File: config.mk
export PLATFORM = sky130hd
export DESIGN_NAME = accumulate_host
export DESIGN_NICKNAME = d
export VERILOG_FILES = /design/src/rtl/accumulate_host.sv
export SDC_FILE = /design/constraint.sdc
export NUM_CORES = 1
export LEC_CHECK = 0
export CAP_MARGIN = 0
export CORE_MARGIN = 10
export CORE_UTILIZATION = 36
export CTS_BUF_LIST = sky130_fd_sc_hd__clkbuf_8
export CTS_CLUSTER_DIAMETER = 80
export DETAILED_ROUTE_END_ITERATION = 8
export PLACE_DENSITY = 0.77
export SYNTH_ARGS = -nofsm -noshare
export SYNTH_HDL_FRONTEND = slang
export SYNTH_SLANG_ARGS = --single-unit
File: constraint.sdc
create_clock -name clk -period 2.25 [get_ports clk]
set_input_delay 0.675 -clock clk [delete_from_list [all_inputs] [get_ports clk]]
set_output_delay 0.675 -clock clk [all_outputs]
set_load 0.005 [all_outputs]
File: src/rtl/accumulate_host.sv
`default_nettype none
// ============================================================================
// Module   : accumulate_host
// Purpose  : Host-side sequencer wrapped around the `main` accumulate kernel.
//            Loads the kernel array from a valid/ready input stream, launches
//            the kernel, waits for it to finish, then streams the in-place
//            prefix-summed array back out on a valid/ready output stream.
// Revision : 1.0 - initial release
// ----------------------------------------------------------------------------
// Ports
//   clk, rst_n             clock, asynchronous active-low reset
//   start                  job request pulse (honoured only when idle)
//   init_i, init_acc       job parameters, latched on an accepted start
//   in_valid/in_ready/
//   in_data                load stream (DEPTH words per job)
//   out_valid/out_ready/
//   out_data/out_last      drain stream (DEPTH words, last flagged)
//   busy, done, result     job status; result is the kernel result bit
//   k_*                    kernel control and array-port interface
// ============================================================================
module accumulate_host #(
    parameter int DEPTH  = 1000,
    parameter int ADDR_W = 10,
    parameter int DATA_W = 64
) (
    input  logic              clk,
    input  logic              rst_n,
    input  logic              start,
    input  logic [ADDR_W-1:0] init_i,
    input  logic [DATA_W-1:0] init_acc,
    input  logic              in_valid,
    output logic              in_ready,
    input  logic [DATA_W-1:0] in_data,
    output logic              out_valid,
    input  logic              out_ready,
    output logic [DATA_W-1:0] out_data,
    output logic              out_last,
    output logic              busy,
    output logic              done,
    output logic              result,
    output logic              k_r_enable,
    output logic              k_controlArr,
    output logic [ADDR_W-1:0] k_init_i_t_a,
    output logic [DATA_W-1:0] k_init_acc_t_a,
    output logic              k_controlArrWEnable_a,
    output logic [ADDR_W-1:0] k_controlArrAddr_a,
    output logic [DATA_W-1:0] k_controlArrWData_a,
    input  logic [DATA_W-1:0] k_controlArrRData_a,
    input  logic              k_w_enable,
    input  logic              k_result
);

    // The counter is one bit wider than the address so it can hold DEPTH
    // itself (end-of-drain condition). DEPTH must be representable in ADDR_W
    // because the clamped init_i value DEPTH is sent to the kernel.
    localparam int CNT_W = ADDR_W + 1;
    localparam logic [CNT_W-1:0]  c_depth_cnt  = CNT_W'(DEPTH);
    localparam logic [CNT_W-1:0]  c_last_cnt   = CNT_W'(DEPTH - 1);
    localparam logic [ADDR_W-1:0] c_depth_addr = ADDR_W'(DEPTH);
    localparam logic [ADDR_W-1:0] c_last_addr  = ADDR_W'(DEPTH - 1);

    typedef enum logic [2:0] {
        S_IDLE   = 3'd0,
        S_LOAD   = 3'd1,
        S_LAUNCH = 3'd2,
        S_RUN    = 3'd3,
        S_DRAIN  = 3'd4
    } state_t;

    state_t              state_q, state_d;
    logic [CNT_W-1:0]    cnt_q, cnt_d;
    logic [ADDR_W-1:0]   init_i_q, init_i_d;
    logic [DATA_W-1:0]   init_acc_q, init_acc_d;
    logic [ADDR_W-1:0]   raddr_q, raddr_d;
    logic                rd_pending_q, rd_pending_d;
    logic                out_valid_q, out_valid_d;
    logic [DATA_W-1:0]   out_data_q, out_data_d;
    logic                out_last_q, out_last_d;
    logic                done_q, done_d;
    logic                result_q, result_d;

    logic                w_rd_issue;
    logic                w_out_hs;
    logic                w_kernel_owns;

    // ------------------------------------------------------------------
    // State and datapath registers
    // ------------------------------------------------------------------
    always_ff @(posedge clk or negedge rst_n) begin
        if (!rst_n) begin
            state_q      <= S_IDLE;
            cnt_q        <= '0;
            init_i_q     <= '0;
            init_acc_q   <= '0;
            raddr_q      <= '0;
            rd_pending_q <= 1'b0;
            out_valid_q  <= 1'b0;
            out_data_q   <= '0;
            out_last_q   <= 1'b0;
            done_q       <= 1'b0;
            result_q     <= 1'b0;
        end else begin
            state_q      <= state_d;
            cnt_q        <= cnt_d;
            init_i_q     <= init_i_d;
            init_acc_q   <= init_acc_d;
            raddr_q      <= raddr_d;
            rd_pending_q <= rd_pending_d;
            out_valid_q  <= out_valid_d;
            out_data_q   <= out_data_d;
            out_last_q   <= out_last_d;
            done_q       <= done_d;
            result_q     <= result_d;
        end
    end

    // ------------------------------------------------------------------
    // Next-state logic
    // ------------------------------------------------------------------
    always_comb begin
        state_d      = state_q;
        cnt_d        = cnt_q;
        init_i_d     = init_i_q;
        init_acc_d   = init_acc_q;
        raddr_d      = raddr_q;
        rd_pending_d = rd_pending_q;
        out_valid_d  = out_valid_q;
        out_data_d   = out_data_q;
        out_last_d   = out_last_q;
        done_d       = 1'b0;
        result_d     = result_q;
        w_rd_issue   = 1'b0;
        w_out_hs     = out_valid_q && out_ready;

        unique case (state_q)
            S_IDLE: begin
                if (start) begin
                    // A start index past the array makes the kernel exit
                    // without touching any word.
                    init_i_d   = ({1'b0, init_i} >= c_depth_cnt) ? c_depth_addr : init_i;
                    init_acc_d = init_acc;
                    cnt_d      = '0;
                    state_d    = S_LOAD;
                end
            end

            S_LOAD: begin
                if (in_valid) begin
                    cnt_d = cnt_q + CNT_W'(1);
                    if (cnt_q == c_last_cnt) begin
                        state_d = S_LAUNCH;
                    end
                end
            end

            S_LAUNCH: begin
                state_d = S_RUN;
            end

            S_RUN: begin
                if (k_w_enable) begin
                    result_d = k_result;
                    cnt_d    = '0;
                    state_d  = S_DRAIN;
                end
            end

            S_DRAIN: begin
                // Read data returns one cycle after the address; a pending
                // read always lands in an empty output register because a
                // read is only issued when the output is free or draining.
                if (rd_pending_q) begin
                    out_valid_d  = 1'b1;
                    out_data_d   = k_controlArrRData_a;
                    out_last_d   = (raddr_q == c_last_addr);
                    rd_pending_d = 1'b0;
                end else if (w_out_hs) begin
                    out_valid_d = 1'b0;
                    if (out_last_q) begin
                        out_last_d = 1'b0;
                        done_d     = 1'b1;
                        state_d    = S_IDLE;
                    end
                end

                if (!rd_pending_q && (cnt_q < c_depth_cnt) && (!out_valid_q || out_ready)) begin
                    w_rd_issue   = 1'b1;
                    raddr_d      = cnt_q[ADDR_W-1:0];
                    cnt_d        = cnt_q + CNT_W'(1);
                    rd_pending_d = 1'b1;
                end
            end

            default: begin
                state_d = S_IDLE;
            end
        endcase
    end

    // ------------------------------------------------------------------
    // Outputs
    // ------------------------------------------------------------------
    // The kernel only owns the array while it is being launched or run.
    assign w_kernel_owns = (state_q == S_LAUNCH) || (state_q == S_RUN);

    assign busy       = (state_q != S_IDLE);
    assign in_ready   = (state_q == S_LOAD);
    assign out_valid  = out_valid_q;
    assign out_data   = out_data_q;
    assign out_last   = out_last_q;
    assign done       = done_q;
    assign result     = result_q;

    assign k_r_enable     = (state_q == S_LAUNCH);
    assign k_controlArr   = !w_kernel_owns;
    assign k_init_i_t_a   = w_kernel_owns ? init_i_q   : '0;
    assign k_init_acc_t_a = w_kernel_owns ? init_acc_q : '0;

    assign k_controlArrWEnable_a = (state_q == S_LOAD) && in_valid;
    assign k_controlArrWData_a   = (state_q == S_LOAD) ? in_data : '0;

    // While draining, the address stays on the last issued read between issues.
    always_comb begin
        k_controlArrAddr_a = '0;
        if (state_q == S_LOAD) begin
            k_controlArrAddr_a = cnt_q[ADDR_W-1:0];
        end else if (state_q == S_DRAIN) begin
            k_controlArrAddr_a = w_rd_issue ? cnt_q[ADDR_W-1:0] : raddr_q;
        end
    end

endmodule
`default_nettype wire

Word level (Yosys, flattened, before mapping)
Cells that the tools add are included.

storage, ports and cells
  bits in registers = 167
  input port bits = 209
  output and inout port bits = 221
  word-level logic and storage cells = 77

cells by class
  equal/unequal tests = 14
  mux-type cells = 29
  add/subtract/negate cells = 1
  reductions and logical operators = 20
  $lt $le $gt $ge = 2

operators with widths
  cell                                                                      count
  64-bit 2-to-1 mux                                                         2
  10-bit 2-to-1 mux                                                         5
  11-bit 2-to-1 mux                                                         4
  11-bit case mux with 4 select lines                                       1
  3-bit 2-to-1 mux                                                          7
  3-bit case mux with 5 select lines                                        1
  2-bit inequality test (second input constant)                             7
  11-bit by 1-bit adder with 11-bit output (second input constant)          1
  11-bit by 10-bit equality test with 1-bit output (second input constant)  1
  11-bit by 10-bit < comparator with 1-bit output (second input constant)   1
  10-bit equality test (second input constant)                              1
  10-bit greater-or-equal comparator (second input constant)                1
  2-bit AND reduction                                                       5
  1-bit 2-to-1 mux                                                          9
  7-bit AND reduction                                                       1
  3-bit by 2-bit equality test with 1-bit output (second input constant)    2
  5-bit AND reduction                                                       1
  1-bit logical AND                                                         4
  4-bit nonzero test                                                        1
  3-bit by 1-bit equality test with 1-bit output (second input constant)    1
  3-bit equality test (second input constant)                               1
  1-bit logical NOT                                                         3
  3-bit logical NOT                                                         1
  3-bit nonzero test                                                        1
  3 further kinds                                                           4

Depth between registers and ports, before layout
Gate-level depths: netlist of the first run.

  word-level depth = 8
  gate-level depth with buffers = 8
  gate-level depth less buffers = 6

Worst setup path before layout of the first run
OpenSTA, ideal clock, no wires.

  path kind = input -> output
  start point = input port out_ready
  end point = output port k_controlArrAddr_a[0]
  arrival time = 1,623 ps
  buffers on the path = 1
  stages on the path = 5
  slack = -48 ps
  data required time = 1,575 ps
  path through = inv_1 -> a211oi_1 -> a31o_2 -> buf_2 -> a22o_1

on the way
  cells in the longest elaborated chain, start to end = 7

RTL lines
  item               RTL line  source
  from (decl)        35        input logic out_ready,
  1-bit logical OR   186       if (!rd_pending_q && (cnt_q < c_depth_cnt) && (!out_valid_q || out_ready)) begin
  1-bit logical AND  186
  1-bit 2-to-1 mux   -
  1-bit 2-to-1 mux   135       unique case (state_q)
  10-bit 2-to-1 mux  228       k_controlArrAddr_a = w_rd_issue ? cnt_q[ADDR_W-1:0] : raddr_q;
  10-bit 2-to-1 mux  227       end else if (state_q == S_DRAIN) begin
  10-bit 2-to-1 mux  225       if (state_q == S_LOAD) begin
  to (decl)          46        output logic [ADDR_W-1:0] k_controlArrAddr_a,

No other way between the ends.

Worst setup path after layout of the first run
  start point = register state_q[1]
  end point = output port k_controlArrWData_a[3]

on the way
  cells in the longest elaborated chain, start to end = 2

RTL lines
  item                                            RTL line  source
  from (decl)                                     70        state_t state_q, state_d;
  from (signal assigned)                          103       state_q <= state_d;
  3-bit by 1-bit equality test with 1-bit output  220       assign k_controlArrWData_a = (state_q == S_LOAD) ? in_data : '0;
  64-bit 2-to-1 mux                               220
  to (decl)                                       47        output logic [DATA_W-1:0] k_controlArrWData_a,

No other way between the ends.

==> impl_table.tex, run 1 <==
\begin{tabular}{lr}
\hline
Metric & Value \\
\hline
\multicolumn{2}{l}{\textbf{Clock network}} \\
CTS sink count & roughly 170 \\
CTS Buffer Depth & 2 \\
H-tree level count & 4 \\
Insertion delay of the later-clocked pin in the worst-skew pair & $\sim$0.46 ns \\
TritonCTS clock tree & done \\
Clock transition at the registers of the reported paths & 0.11 ns \\
Clock root buffer & clkbuf\_8 \\
Clock buffer count from CTS & 17 \\
\multicolumn{2}{l}{\textbf{Layout}} \\
Final design utilization & 0.687 \\
Number of standard cells in the final layout excluding fillers & around 1600 \\
Layout cells sized above 1 & 0.404 \\
Leading cell types in the layout, fill and taps excluded & 273 x clkdlybuf4s50\_1, 220 x nand2\_1, 167 x dfrtp\_1 \\
Area of all placed cells without fillers & around 14000 µm² \\
Synth-to-Final Area Change & 87.5\% \\
Number of nets in the finished design & 1487 \\
Commonest non-fill, non-tap cell in the layout & clkdlybuf4s50\_1 \\
\multicolumn{2}{l}{\textbf{Synth}} \\
Register bit total from synthesis & approximately 170 \\
Number of enable-type register cells in the synthesized netlist & 0 \\
Mapped Avg Cell Area & approximately 10 µm² \\
Syn Nets & 969 \\
Netlist area before placement & 7700 µm² \\
Sequential cell area fraction in the yosys report & 0.542 \\
Fraction of registers with async set or reset after synthesis & 1.00 \\
Most frequently used flop master after synthesis & dfrtp\_1 \\
Number of unique standard cell types used by synthesis & 45 \\
Warning count from the yosys run & 0 \\
Cells after synthesis & 759 \\
\multicolumn{2}{l}{\textbf{Power}} \\
Pwr Density & roughly 1200 nW/µm² \\
Total power & around 17 mW \\
Max rail drop VDD & $\sim$0.63 mV \\
Leak Pwr & between 6 and 7 nW \\
\multicolumn{2}{l}{\textbf{Place}} \\
Pre-CTS setup slack & -1.01 ns \\
Total instance count after detailed placement & between 1000 and 1500 \\
Final weighted congestion in routability-driven placement & approximately 0.84 \\
Placed wire-length estimate & about 24000 µm \\
Placed cell area & 12600 µm² \\
Port Buffer Count & about 430 \\
\multicolumn{2}{l}{\textbf{STA}} \\
Final hold vios & 0 \\
FMAX & between 300 and 400 MHz \\
Max-slew violations & 0 \\
Measured slew at the worst slew-check pin & 0.379 ns \\
Setup repair after global routing missed its margin & true \\
Final period utilization & 1.20 \\
Total Negative Setup Slacks & -42.91 ns \\
Final worst clock skew & around 0.02 ns \\
Total of endpoints with negative setup slack in the final report & 152 \\
Slew headroom & 0.748 \\
Tmin final & 2.70 ns \\
Tightest hold margin & between 0.08 and 0.09 ns \\
PnR worst setup slack & -0.448 ns \\
\multicolumn{2}{l}{\textbf{Floorplanning}} \\
Total number of placement rows & 53 \\
Die outline height & 166 µm \\
Ports & between 400 and 500 \\
Die width & about 170 µm \\
Die area & between 20000 and 30000 µm² \\
CORE AREA & around 21000 µm² \\
Starting utilization of the core area & 0.367 \\
\multicolumn{2}{l}{\textbf{Drt}} \\
First-pass iteration count of the detailed router & 5 \\
Post-DRT Antenna Nets & 0 \\
Wirelength per Cell & $\sim$21 µm \\
1st-iter DRT viols & between 400 and 500 \\
Drc violations & 0 \\
Overall routed net length & between 30000 and 40000 µm \\
Via count & 7593 \\
Detailed-route vias per instance & $\sim$4.8 \\
\multicolumn{2}{l}{\textbf{Status}} \\
Result of the run & finished with violations \\
Failing checks & negative setup slack \\
\multicolumn{2}{l}{\textbf{Worst setup path}} \\
Req. time, crit path & between 1.5 and 2 ns \\
Category of the most critical setup path & reg -> out \\
Worst path slowest cell & dfrtp\_1 \\
Arr. time, crit path & $\sim$2.0 ns \\
Most numerous cell on the critical path & buf\_6 \\
CP Max Fanout & 5 \\
Count of buffering cells on the critical path with inverters included & 7 \\
Dominant delay contributor by cell family on the critical path & buffers and inverters \\
Cell Chain, Critical Path & buf\_6 > nor2\_4 > buf\_12 > buf\_12 > buf\_8 > buf\_16 > buf\_6 > and2\_4 > buf\_6 \\
Kind of end point of the critical path & primary output \\
Maximum single-stage delay on the critical path & about 0.42 ns \\
Type of origin of the critical path & register \\
\multicolumn{2}{l}{\textbf{Global routing}} \\
Global-route wire length before repair & 46000 µm \\
All-Layer GR Usage & 0.212 \\
Initial antenna violation count & 1 \\
Number of global-route vias before repair & 7653 \\
Largest net degree at the start of global routing & 68 \\
Remaining global-route overflow & 0 \\
\multicolumn{2}{l}{\textbf{Min path}} \\
Hold/Removal Path Class & in -> async \\
\multicolumn{2}{l}{\textbf{Run}} \\
Number of violations of the max-capacitance limit & 0 \\
\hline
\end{tabular}
[final timing paths]
| path | startpoint | endpoint | slack, ns | cells after the start |
|---|---|---|---|---|
| min | rst_n | out_data[21] | 0.09 | 1 |
| min reg2reg | init_acc_q[52] | init_acc_q[52] | 0.48 | 2 |
| max reg2reg | state_q[1] | cnt_q[7] | 0.20 | 9 |
| min in group clk | init_acc_q[52] | init_acc_q[52] | 0.48 | 2 |
| max | state_q[1] | k_controlArrWData_a[3] | -0.45 | 9 |
| max in group asynchronous | rst_n | out_data[52] | 1.49 | 2 |
[area by class of cell]
type,instances,area (µm²)
Timing Repair Buffer,548,5850
Clock buffer,18,248
Inverter,10,40.0
Fill cell,1567,6570
Tap cell,275,344
Multi-Input combinational cell,533,3660
Antenna cell,1,2.50
Clock inverter,14,133
Sequential cell,167,4180
[flip-flops by register name, indices dropped and copies added, names as in the netlist]
name / flops
done: 1
state_q: 3
raddr_q: 10
init_i_q: 10
out_valid: 1
result: 1
rd_pending_q: 1
init_acc_q: 64
out_last: 1
cnt_q: 11
out_data: 64
[layer usage]
layer	GRT usage	wire [µm]	vias to the layer above
li1	-	-	3505
met1	0.217	12100	3704
met2	0.397	18000	337
met3	0.0672	2350	47
met4	0.0691	1030	0
met5	0	0	-
[timing repair]
action / 4_1_cts / 5_1_grt
gates resized for setup: 411 / 481
setup endpoints to repair: 154 / 154
pin swaps: 15 / 104
gates cloned: 6 / 13
buffers inserted: 22 / 38
hold buffers: 0 / 0
[worst register-to-register path, cell delays in order (launching register included)]
cell and delay [ns]:
dfrtp_1 0.42, buf_6 0.15, nor2_4 0.23, buf_6 0.15, buf_4 0.10, a31o_4 0.12
buf_4 0.11, buf_4 0.17, nand2_1 0.20, o311ai_1 0.33
[synth_stat cells, drive strengths merged (2+ instances only)]
master	instances	area share
a21o	2	0.0019
mux2i	3	0.0039
nand3	6	0.0039
o311ai	2	0.0023
o21ai	7	0.0045
nand2b	4	0.0032
a21oi	2	0.0018
dfrtp	167	0.54
a22o	14	0.016
clkbuf	24	0.012
a31oi	4	0.0032
inv	10	0.0049
nor2	12	0.0058
buf	26	0.022
mux2	76	0.11
nand4	7	0.0057
a211oi	6	0.0065
o211ai	2	0.0019
nand4b	2	0.0023
nand2	221	0.11
and3	3	0.0031
nor3	3	0.0019
and2	142	0.12
[power breakdown]
part | internal [mW] | switching, mW | total [mW]
sequential | 4.13 | 0.647 | 4.78
combinational | 6.58 | 4.03 | 10.6
clock | 0.845 | 1.25 | 2.10
[cell families after synthesis]
logic type | share of synthesized area
adder cells (fa/ha/maj) | 0.00162
XOR/XNOR | 0.00114
buffers and inverters | 0.0385
AO/OA/AOI/OAI | 0.0487
AND/OR/NAND/NOR | 0.253
flip-flops | 0.542
multiplexers | 0.115
Power figures use the tool's default switching activity.
==> inputs of run 2 (changes only) <==
--- a/config.mk
+++ b/config.mk
@@ -5,11 +5,11 @@
 export SDC_FILE = /design/constraint.sdc
 export NUM_CORES = 1
 export LEC_CHECK = 0
-export CAP_MARGIN = 0
 export CORE_MARGIN = 10
 export CORE_UTILIZATION = 36
 export CTS_BUF_LIST = sky130_fd_sc_hd__clkbuf_8
 export CTS_CLUSTER_DIAMETER = 80
+export CTS_CLUSTER_SIZE = 30
 export DETAILED_ROUTE_END_ITERATION = 8
 export PLACE_DENSITY = 0.77
 export SYNTH_ARGS = -nofsm -noshare
==> results of run 2 <==
No change in the layout: final DEF, timing and power equal those of run 1.
==> inputs of run 3 (changes only) <==
--- a/config.mk
+++ b/config.mk
@@ -9,7 +9,6 @@
 export CORE_UTILIZATION = 36
 export CTS_BUF_LIST = sky130_fd_sc_hd__clkbuf_8
 export CTS_CLUSTER_DIAMETER = 80
-export CTS_CLUSTER_SIZE = 30
 export DETAILED_ROUTE_END_ITERATION = 8
 export PLACE_DENSITY = 0.77
 export SYNTH_ARGS = -nofsm -noshare
==> results of run 3 <==
No change in the layout: final DEF, timing and power equal those of run 1.
